--- src/rtl/piso_serializer_pkg.sv ---
// Shared definitions for the parallel-in/serial-out serializer and its bit counter.
package piso_serializer_pkg;

    typedef enum logic {
        ST_IDLE  = 1'b0,
        ST_SHIFT = 1'b1
    } state_t;

    localparam int PISO_WIDTH_DEF = 8;

    function automatic int clog2(input int value);
        int r;
        r = 0;
        while ((1 << r) < value) r++;
        return r;
    endfunction

endpackage

--- src/rtl/piso_bit_counter.sv ---
// Up-counter with synchronous clear, enable and a terminal-count flag at NBITS-1.
module piso_bit_counter
    import piso_serializer_pkg::*;
#(
    parameter int NBITS = PISO_WIDTH_DEF,
    parameter int CW    = clog2(NBITS + 1)
) (
    input  logic          clk,
    input  logic          reset_al_in,
    input  logic          clear,
    input  logic          enable,
    output logic [CW-1:0] count,
    output logic          terminal
);

    localparam logic [CW-1:0] LAST = CW'(NBITS - 1);

    always_ff @(posedge clk or negedge reset_al_in) begin
        if (!reset_al_in)
            count <= '0;
        else if (clear)
            count <= '0;
        else if (enable)
            count <= count + CW'(1);
    end

    assign terminal = (count == LAST);

endmodule

--- src/rtl/piso_serializer.sv ---
// Valid/ready word in, one bit per clk out with per-bit valid and end-of-word pulse.
// Define PISO_PARITY_EN to append an even-parity bit after the data bits.
module piso_serializer
    import piso_serializer_pkg::*;
#(
    parameter int WIDTH     = PISO_WIDTH_DEF,
    parameter bit MSB_FIRST = 1'b1
) (
    input  logic             clk,
    input  logic             reset_al_in,
    input  logic [WIDTH-1:0] data_in,
    input  logic             valid_in,
    output logic             ready_out,
    output logic             ser_out,
    output logic             ser_valid_out,
    output logic             done_out
);

`ifdef PISO_PARITY_EN
    localparam int NBITS = WIDTH + 1;
`else
    localparam int NBITS = WIDTH;
`endif
    localparam int CW = clog2(WIDTH + 1);
    localparam logic [CW-1:0] PRELAST = CW'(NBITS - 2);

    state_t           state, state_nxt;
    logic [NBITS-1:0] shreg;
    logic [NBITS-1:0] load_word;
    logic [CW-1:0]    count;
    logic             terminal;
    logic             accept;
    logic             advance;

`ifdef PISO_PARITY_EN
    // Parity rides at the tail of the word so it leaves after the last data bit.
    assign load_word = MSB_FIRST ? {data_in, ^data_in} : {^data_in, data_in};
`else
    assign load_word = data_in;
`endif

    function automatic logic head(input logic [NBITS-1:0] w);
        return MSB_FIRST ? w[NBITS-1] : w[0];
    endfunction

    function automatic logic [NBITS-1:0] shifted(input logic [NBITS-1:0] w);
        return MSB_FIRST ? {w[NBITS-2:0], 1'b0} : {1'b0, w[NBITS-1:1]};
    endfunction

    assign ready_out = (state == ST_IDLE) | ((state == ST_SHIFT) & terminal);
    assign accept    = valid_in & ready_out;
    assign advance   = (state == ST_SHIFT) & ~terminal;

    always_ff @(posedge clk or negedge reset_al_in) begin
        if (!reset_al_in)
            state <= ST_IDLE;
        else
            state <= state_nxt;
    end

    always_comb begin
        state_nxt = state;
        case (state)
            ST_IDLE:  if (accept) state_nxt = ST_SHIFT;
            ST_SHIFT: if (terminal) state_nxt = accept ? ST_SHIFT : ST_IDLE;
        endcase
    end

    piso_bit_counter #(
        .NBITS (NBITS),
        .CW    (CW)
    ) u_cnt (
        .clk         (clk),
        .reset_al_in (reset_al_in),
        .clear       (accept),
        .enable      (advance),
        .count       (count),
        .terminal    (terminal)
    );

    // The head bit goes straight to the ser_out register, so shreg holds what is left.
    always_ff @(posedge clk or negedge reset_al_in) begin
        if (!reset_al_in) begin
            shreg         <= '0;
            ser_out       <= 1'b0;
            ser_valid_out <= 1'b0;
            done_out      <= 1'b0;
        end else if (accept) begin
            shreg         <= shifted(load_word);
            ser_out       <= head(load_word);
            ser_valid_out <= 1'b1;
            done_out      <= 1'b0;
        end else if (advance) begin
            shreg         <= shifted(shreg);
            ser_out       <= head(shreg);
            ser_valid_out <= 1'b1;
            done_out      <= (count == PRELAST);
        end else begin
            ser_out       <= 1'b0;
            ser_valid_out <= 1'b0;
            done_out      <= 1'b0;
        end
    end

endmodule

--- config.mk ---
export PLATFORM = sky130hd
export DESIGN_NAME = piso_serializer
export DESIGN_NICKNAME = d
export VERILOG_FILES = /design/src/rtl/piso_serializer_pkg.sv /design/src/rtl/piso_bit_counter.sv /design/src/rtl/piso_serializer.sv
export SDC_FILE = /design/constraint.sdc
export NUM_CORES = 1
export LEC_CHECK = 0
export ABC_AREA = 1
export CAP_MARGIN = 25
export CORE_MARGIN = 2
export CORE_UTILIZATION = 40
export CTS_BUF_LIST = sky130_fd_sc_hd__clkbuf_8
export DETAILED_ROUTE_END_ITERATION = 16
export GPL_TIMING_DRIVEN = 0
export PLACE_DENSITY = 0.63
export SETUP_SLACK_MARGIN = 0.15
export SYNTH_ARGS = -nofsm -noshare
export SYNTH_HDL_FRONTEND = slang
export SYNTH_HIERARCHICAL = 1
export SYNTH_SLANG_ARGS = --single-unit
--- constraint.sdc ---
create_clock -name clk -period 3.3 [get_ports clk]
set_input_delay 0.66 -clock clk [delete_from_list [all_inputs] [get_ports clk]]
set_output_delay 0.66 -clock clk [all_outputs]
set_load 0.005 [all_outputs]
Yosys cells after proc, flatten, opt, wreduce, memory -nomap -nowiden
Index checks and enable logic that the tools add are counted.
- bits in registers: 16
- input bits: 11
- output and inout bits: 4
- logic and storage cells: 29
- $add $sub $neg: 1
- equal/unequal tests: 2
- mux-type cells: 13
- bitwise logic cells: 6
- reduce and logical (&&, ||, !) cells: 1
- operator list (kind ; number):
    two-way mux 8 bit ; 2
    equality test 4 x 3 -> 1 bit, second input constant ; 2
    two-way mux 1 bit ; 8
    two-way mux 4 bit ; 2
    adder 4 x 1 -> 4 bit, second input constant ; 1
    AND 1 bit ; 3
    NOT 1 bit ; 2
    one-hot mux 1 bit (2 select lines) ; 1
    nonzero test 2 bit ; 1
    bitwise OR 1 bit ; 1

Longest topological paths before layout
Gate-level depths: netlist (run 1).
- word-level depth: 7
- gate-level depth with buffers: 10
- depth with buffers taken out: 10

By module
The synthesis (run 1) kept the hierarchy.
- by module, submodules not included (module ; instances ; cells each ; area each (µm²) ; seq. area each (µm²)):
    piso_serializer ; 1 ; 55 ; 533.0 ; 275.3
    piso_bit_counter ; 1 ; 25 ; 197.7 ; 100.1

Worst setup path after synthesis (run 1)
OpenSTA, ideal clock, no wires.
- kind: reg-to-output
- from: reg u_cnt.count[0]
- to: out ready_out
- data arrival time: 1.132 ns
- required time: 2.640 ns
- path slack: 1.508 ns
- stages on the path, launching flop included: 7
- buffers on the path: 1
- cell sequence: dfrtp_1 -> ha_1 -> nand2_1 -> nor2_1 -> inv_2 -> nand2_4 -> buf_12
- word-level cells in the longest chain between the ends: 3
- RTL lines (what ; RTL line ; RTL):
    from (decl) ; piso_bit_counter.sv:12 ; output logic [CW-1:0] count,
    from (signal assigned) ; piso_bit_counter.sv:24 ; count <= count + CW'(1);
    equality test 4 x 3 -> 1 bit ; piso_bit_counter.sv:27 ; assign terminal = (count == LAST);
    named net terminal ; piso_serializer.sv:31 ; logic terminal;
    AND 1 bit ; piso_serializer.sv:50 ; assign ready_out = (state == ST_IDLE) | ((state == ST_SHIFT) & terminal);
    bitwise OR 1 bit ; piso_serializer.sv:50 ;
    to (decl) ; piso_serializer.sv:13 ; output logic ready_out,
The timed path passes the listed nets, and every way through them passes these cells.

Worst setup path after layout (run 1)
Ends and elaborated chain as after synthesis.

==> qor.yml, run 1 <==
cts:
  ctsLongestPathBuffers: 2
  clock_sinks: 15
  clkLatencyLatePin_ps: 240
  cts_inserted_buffers: 3
  cts_setup_buffers: 0
  clk_pin_slew_ps: 60
  ctsResizeCount: 0
  cts_tree: "yes"
  ctsHoldBuffers: 0
  htreeDepth: 1
  cts_root_buf: "clkbuf_8"
power_and_ir_drop:
  pwr-share-comb: 0.415
  pwr_density_cell_nw_per_um2: 831.4
  clkPwrFrac: 0.186
  switching_share: 0.3655
  internal-power_mw: 0.4950
  p_switching_mw: 0.2852
  pwr-share-seq: 0.400
  leakagePower_nw: 0.4396
  irDropWorstVdd_mv: 0.4899
floorplanning:
  row_count: 15
  die_x_um: 46.74
  initial_core_util: 0.4232
  design.core.area_um2: 1727
  die_height_um: 46.74
  ioPinCount: 15
  dieArea_um2: 2185
timing:
  hold_viol: 0
  tightest_slew_ps: 654.1
  slew_violations: 0
  rsz0062_at_grt: "no"
  min_period_over_period: 0.8095
  relSlewSlack: 0.5626
  fin_hold_ws_ps: 493.0
  finalSetupTns_ps: 0
  clock.fmax_ghz: 0.3743
  skew_ps: 2.717
  setup_viol: 0
  period_minus_slack_ps: 2671
layout:
  syn_to_final_growth_pct: 28.42
  drive_gt1_frac: 0.1959
  design_area_um2: 938.4
  nets: 110
  fillers: 162
  antennaDiodeCount: 0
critical_path:
  worst-setup-path-type: "reg -> out"
  r2r_end: "u_cnt/count[1]"
  reg2reg_slack_ps: 1700
  ff2ff_path_depth: 10
  critPathCaptureType: "primary output"
  crit_arrival_ps: 2010
  reg2reg_from: "u_cnt/count[0]"
  required_ps: 2640
  crit_fanout: 10
  startpoint_type: "flop"
  crit_start: "u_cnt/count[0]"
detailed_routing:
  routed_via_density: 4.574
  wl_per_cell_um: 10.39
  remaining_drc_errors: 0
  firstDrtPassIters: 3
  via_count: 558
  drt_iter0_drc: 10
  antenna_left: 0
  drt-total-wl_um: 1267
hold_path:
  holdPathStages: 2
  min_from: "shreg[1]"
  hp-class: "reg -> reg"
  holdPathEnd: "shreg[2]"
synth:
  async_reset_ff_frac: 1.000
  synth_ff_type: "dfrtp_1"
  synth_nets: 92
  synth_area_leader_cell: "dfrtp_1"
  syn_avg_cell_area_um2: 9.134
  synthCells: 80
  yosysSeqAreaShare: 0.5137
  synth.distinct_cells: 18
  synth_commonest_cells: "nand2_1, nand3_1, dfrtp_1"
  synth_most_common_cell: "nand2_1"
  ys_ff_latch: 15
  yosys.area.top_type_share: 0.5137
  synth_area_um2: 730.7
  synth.area.top_cells: "dfrtp_1, nand3_1, nand2_1"
  synth-edff-count: 0
  ys_warn_count: 6
global_route:
  overflow: 0
  grt_pass1_wl_um: 2159
  antenna_found_initial: 0
  grt_pass1_vias: 501
  grt_max_degree: 16
  grt_usage: 0.1471
placement:
  port_buffers: 13
  gp_congestion: 0.6746
  place_area_um2: 892.1
  hpwl_um: 945.2
run:
  maxCapViolCount: 0
run_status:
  status: "finished clean"
[cell usage in the layout, fill, tap and decap left out]
master           Yosys  routed
inv_1                4       4
clkbuf_8             0       3
nor2_1               7       7
clkdlybuf4s50_1      0      13
nor2_4               1       1
nand2_4              1       1
inv_2                3       3
nand3_2              5       5
nor2_2               1       1
dfrtp_1             15      15
clkinv_2             0       1
nand2_1             18      18
nand2_2              1       1
a21oi_1              2       2
buf_12               1       1
ha_1                 1       1
buf_2                1       1
o21ai_0              1       1
nor3b_2              1       1
nand3_1             16      16
o21ai_1              1       1
[flip-flops by register name (all words and copies together), names as in the netlist]
signal,cells
ser_out,1
ser_valid_out,1
done_out,1
state,1
shreg,7
u_cnt/count,4
[area by class of cell]
type	instances	area (um2)	share of cell area
Clock buffer	3	41.29	0.04400
Inverter	7	26.28	0.02800
Buffer	2	25.02	0.02667
Clock inverter	1	5.005	0.005333
Sequential cell	15	375.4	0.4000
Multi-Input combinational cell	56	304.0	0.3240
Timing Repair Buffer	13	130.1	0.1387
Tap cell	25	31.28	0.03333
[critical path, stage by stage (launching register included)]
cell and delay [ps]:
dfrtp_1 400, ha_1 210, nand2_1 60, nor2_1 240
inv_2 80, nand2_4 130, buf_12 150, clkdlybuf4s50_1 500
[logic make-up (layout without fill, tap and decap cells)]
| logic type | after synthesis | count (layout) | synth area share |
|---|---|---|---|
| adder cells (fa/ha/maj) | 1 | 1 | 0.01712 |
| AND/OR/NAND/NOR | 51 | 51 | 0.3716 |
| flip-flops | 15 | 15 | 0.5137 |
| AO/OA/AOI/OAI | 4 | 4 | 0.02738 |
| buffers and inverters | 9 | 26 | 0.07019 |
[metal layers]
metal  vias up  global-route usage  share of wire
met1       252              0.1703           0.46
met3         2             0.05769          0.038
met2        10              0.2417           0.49
met5         -                   0              0
met4         0             0.06667         0.0079
li1        294                   -              -
[through the flow]
step | util | std cells | power (mW) | worst slack [ps]
floorplan | - | 80 | 0.5407 | 1508
global placement | 0.5167 | 118 | 0.6356 | 897.2
detailed placement | 0.5167 | 118 | 0.6459 | 893.2
CTS | 0.5435 | 122 | 0.7947 | 614.1
global route | 0.5435 | 122 | 0.8449 | 520.9
finish | 0.5435 | 122 | 0.7802 | 628.6
[worst max-delay path by stage]
stage,cells after the start,end
floorplan,6,ready_out
global placement,7,ready_out
detailed placement,7,ready_out
CTS,7,ready_out
global route,7,ready_out
finish,7,ready_out
[power groups by stage]
stage                     Combinational, mW  Clock, mW  Sequential, mW
after detailed placement              0.329          0           0.317
after CTS                             0.331      0.151           0.313
after global placement                0.323          0           0.312
after floorplan                       0.234          0           0.306
after global routing                  0.366      0.157           0.322
final                                 0.323      0.145           0.312
(Power assumes the default switching activity.)
==> run 2, diff against run 1 <==
PLACE_DENSITY = 0.65   (was 0.63)
clock period = 2.37 ns   (was 3.3 ns; I/O delays follow)
==> run 2 against run 1 <==
Against the previous run:
- die area stayed put
- final cell count is 3.3% higher
- clock skew is 2.5 ps lower
- hold slack better by 4.1 ps
- non-clock buffer count is 4 higher
- sequential share of layout area is 1.5 points lower
- register-to-register slack worse by 900 ps
- via count is 9.0% higher
- sequential cell count stayed put
- clock-buffer cell count stayed put
- combinational power is 64% higher
- core utilization is 2.2 points higher
==> qor.yml, run 2 (synthesized netlist as in run 1, its figures left out) <==
power_and_ir_drop:
  clkPwrFrac: 0.171
  switching_share: 0.3710
  irDropWorstVdd_mv: 0.6139
  pwr-share-seq: 0.372
  pwr-share-comb: 0.457
  leakagePower_nw: 0.4627
  internal-power_mw: 0.7299
  p_switching_mw: 0.4305
  pwr_density_cell_nw_per_um2: 1189
detailed_routing:
  wl_per_cell_um: 11.20
  antenna_left: 0
  routed_via_density: 4.825
  drt_iter0_drc: 9
  remaining_drc_errors: 0
  via_count: 608
  firstDrtPassIters: 4
  drt-total-wl_um: 1411
timing:
  clock.fmax_ghz: 0.5059
  fin_hold_ws_ps: 497.1
  tightest_slew_ps: 675.9
  setup_viol: 0
  hold_viol: 0
  period_minus_slack_ps: 1977
  skew_ps: 0.2643
  relSlewSlack: 0.5480
  finalSetupTns_ps: 0
  min_period_over_period: 0.8340
  finalWorstSetupSlack_ps: 393.4
  slew_violations: 0
  rsz0062_at_grt: "no"
global_route:
  antenna_found_initial: 0
  grt_usage: 0.1587
  grt_max_degree: 16
  grt_pass1_vias: 544
  overflow: 0
  grt_pass1_wl_um: 2408
floorplanning:
  initial_core_util: 0.4232
  die_x_um: 46.74
  row_count: 15
  ioPinCount: 15
  dieArea_um2: 2185
  design.core.area_um2: 1727
  die_height_um: 46.74
layout:
  final_common_cell: "nand2_1"
  largest_reg_flops: 7
  multi_input_area_um2: 314.1
  top_register: "shreg"
  drive_gt1_frac: 0.2376
  largestRegisters: "shreg x7, u_cnt/count x4"
  regArea_um2: 375.4
  fin_util: 0.5652
  antennaDiodeCount: 0
  fillers: 164
  final_cell_mix: "nand2_1, nand3_1, dfrtp_1"
  design_area_um2: 975.9
  syn_to_final_growth_pct: 33.56
  nets: 114
critical_path:
  worst-setup-path-type: "reg -> out"
  critPathCaptureType: "primary output"
  reg2reg_from: "u_cnt/count[1]"
  crit_arrival_ps: 1500
  crit_fanout: 10
  r2r_end: "u_cnt/count[1]"
  reg2reg_slack_ps: 800
  ff2ff_path_depth: 11
  required_ps: 1900
  startpoint_type: "flop"
cts:
  clkLatencyLatePin_ps: 240
  htreeDepth: 1
  cts_root_buf: "clkbuf_8"
  cts_tree: "yes"
  clock_sinks: 15
  ctsLongestPathBuffers: 2
  clk_pin_slew_ps: 60
  cts_inserted_buffers: 3
run_status:
  status: "finished clean"
placement:
  placement.setup.worst_slack_ps: 167.1
  place_area_um2: 892.1
  hpwl_um: 902.6
  port_buffers: 13
  gp_congestion: 0.7140
hold_path:
  holdPathStages: 2
  hp-class: "reg -> reg"
  holdPathEnd: "shreg[4]"
  min_from: "shreg[3]"
run:
  maxCapViolCount: 0
==> run 2: cell types whose count changed in the layout (fill, tap and decap cells not counted), sizes merged <==
cell | before | now
inv | 7 | 8
clkdlybuf4s50 | 13 | 12
dlygate4sd2 | 0 | 1
buf | 2 | 6
clkinv | 1 | 0
==> run 2: routing by layer <==
layer,GRT usage,wire length [um]
met5,0,0
met4,0.06667,11
met3,0.03462,53
met2,0.2528,675
met1,0.2101,670
==> run 2: timing repair <==
action | in CTS | in global routing
hold buffers | 0 | 0
setup endpoints to repair | 1 | 0
resized for setup | 4 | 0
setup buffers | 4 | 0
==> run 2: how the worst max path moves through the flow <==
| stage | slack (ps) | startpoint | cells past startpoint | endpoint |
|---|---|---|---|---|
| 6_report | 390 | u_cnt/count[0] | 7 | ready_out |
| 5_1_grt | 300 | u_cnt/count[0] | 7 | ready_out |
| 4_1_cts | 380 | u_cnt/count[0] | 7 | ready_out |
| 3_5_place_dp | 170 | u_cnt/count[0] | 7 | ready_out |
| 3_3_place_gp | 150 | u_cnt/count[0] | 7 | ready_out |
| 2_1_floorplan | 760 | u_cnt/count[0] | 6 | ready_out |
==> run 2: final cells by class <==
| cell class | instances | share of cell area |
|---|---|---|
| plain buffers | 2 | 0.02564 |
| flip-flops and latches | 15 | 0.3846 |
| inverters | 7 | 0.02692 |
| repair buffers | 17 | 0.1628 |
| multi-input cells | 56 | 0.3218 |
| well taps | 25 | 0.03205 |
| clock buffers | 3 | 0.04231 |
| clock inverters | 1 | 0.003846 |
==> run 2: critical path: stages (launching register included) <==
cell           delay (ps)
dfrtp_1               360
ha_2                  180
nand2_1                80
nor2_4                150
inv_2                  60
nand2_4                70
buf_12                130
dlygate4sd2_1         230
==> run 2: per-stage QoR <==
| stage | std cells | power [mW] |
|---|---|---|
| final | 126 | 1.160 |
| after detailed placement | 118 | 0.8970 |
| after CTS | 126 | 1.161 |
| after global placement | 118 | 0.8860 |
| after floorplan | 80 | 0.7529 |
| after global routing | 126 | 1.250 |
==> run 2: power groups by stage <==
stage	registers [mW]	clock network [mW]	logic [mW]
after global placement	0.435	0	0.451
after CTS	0.431	0.205	0.525
after floorplan	0.427	0	0.326
after global routing	0.444	0.215	0.592
final	0.431	0.198	0.531
after detailed placement	0.439	0	0.458
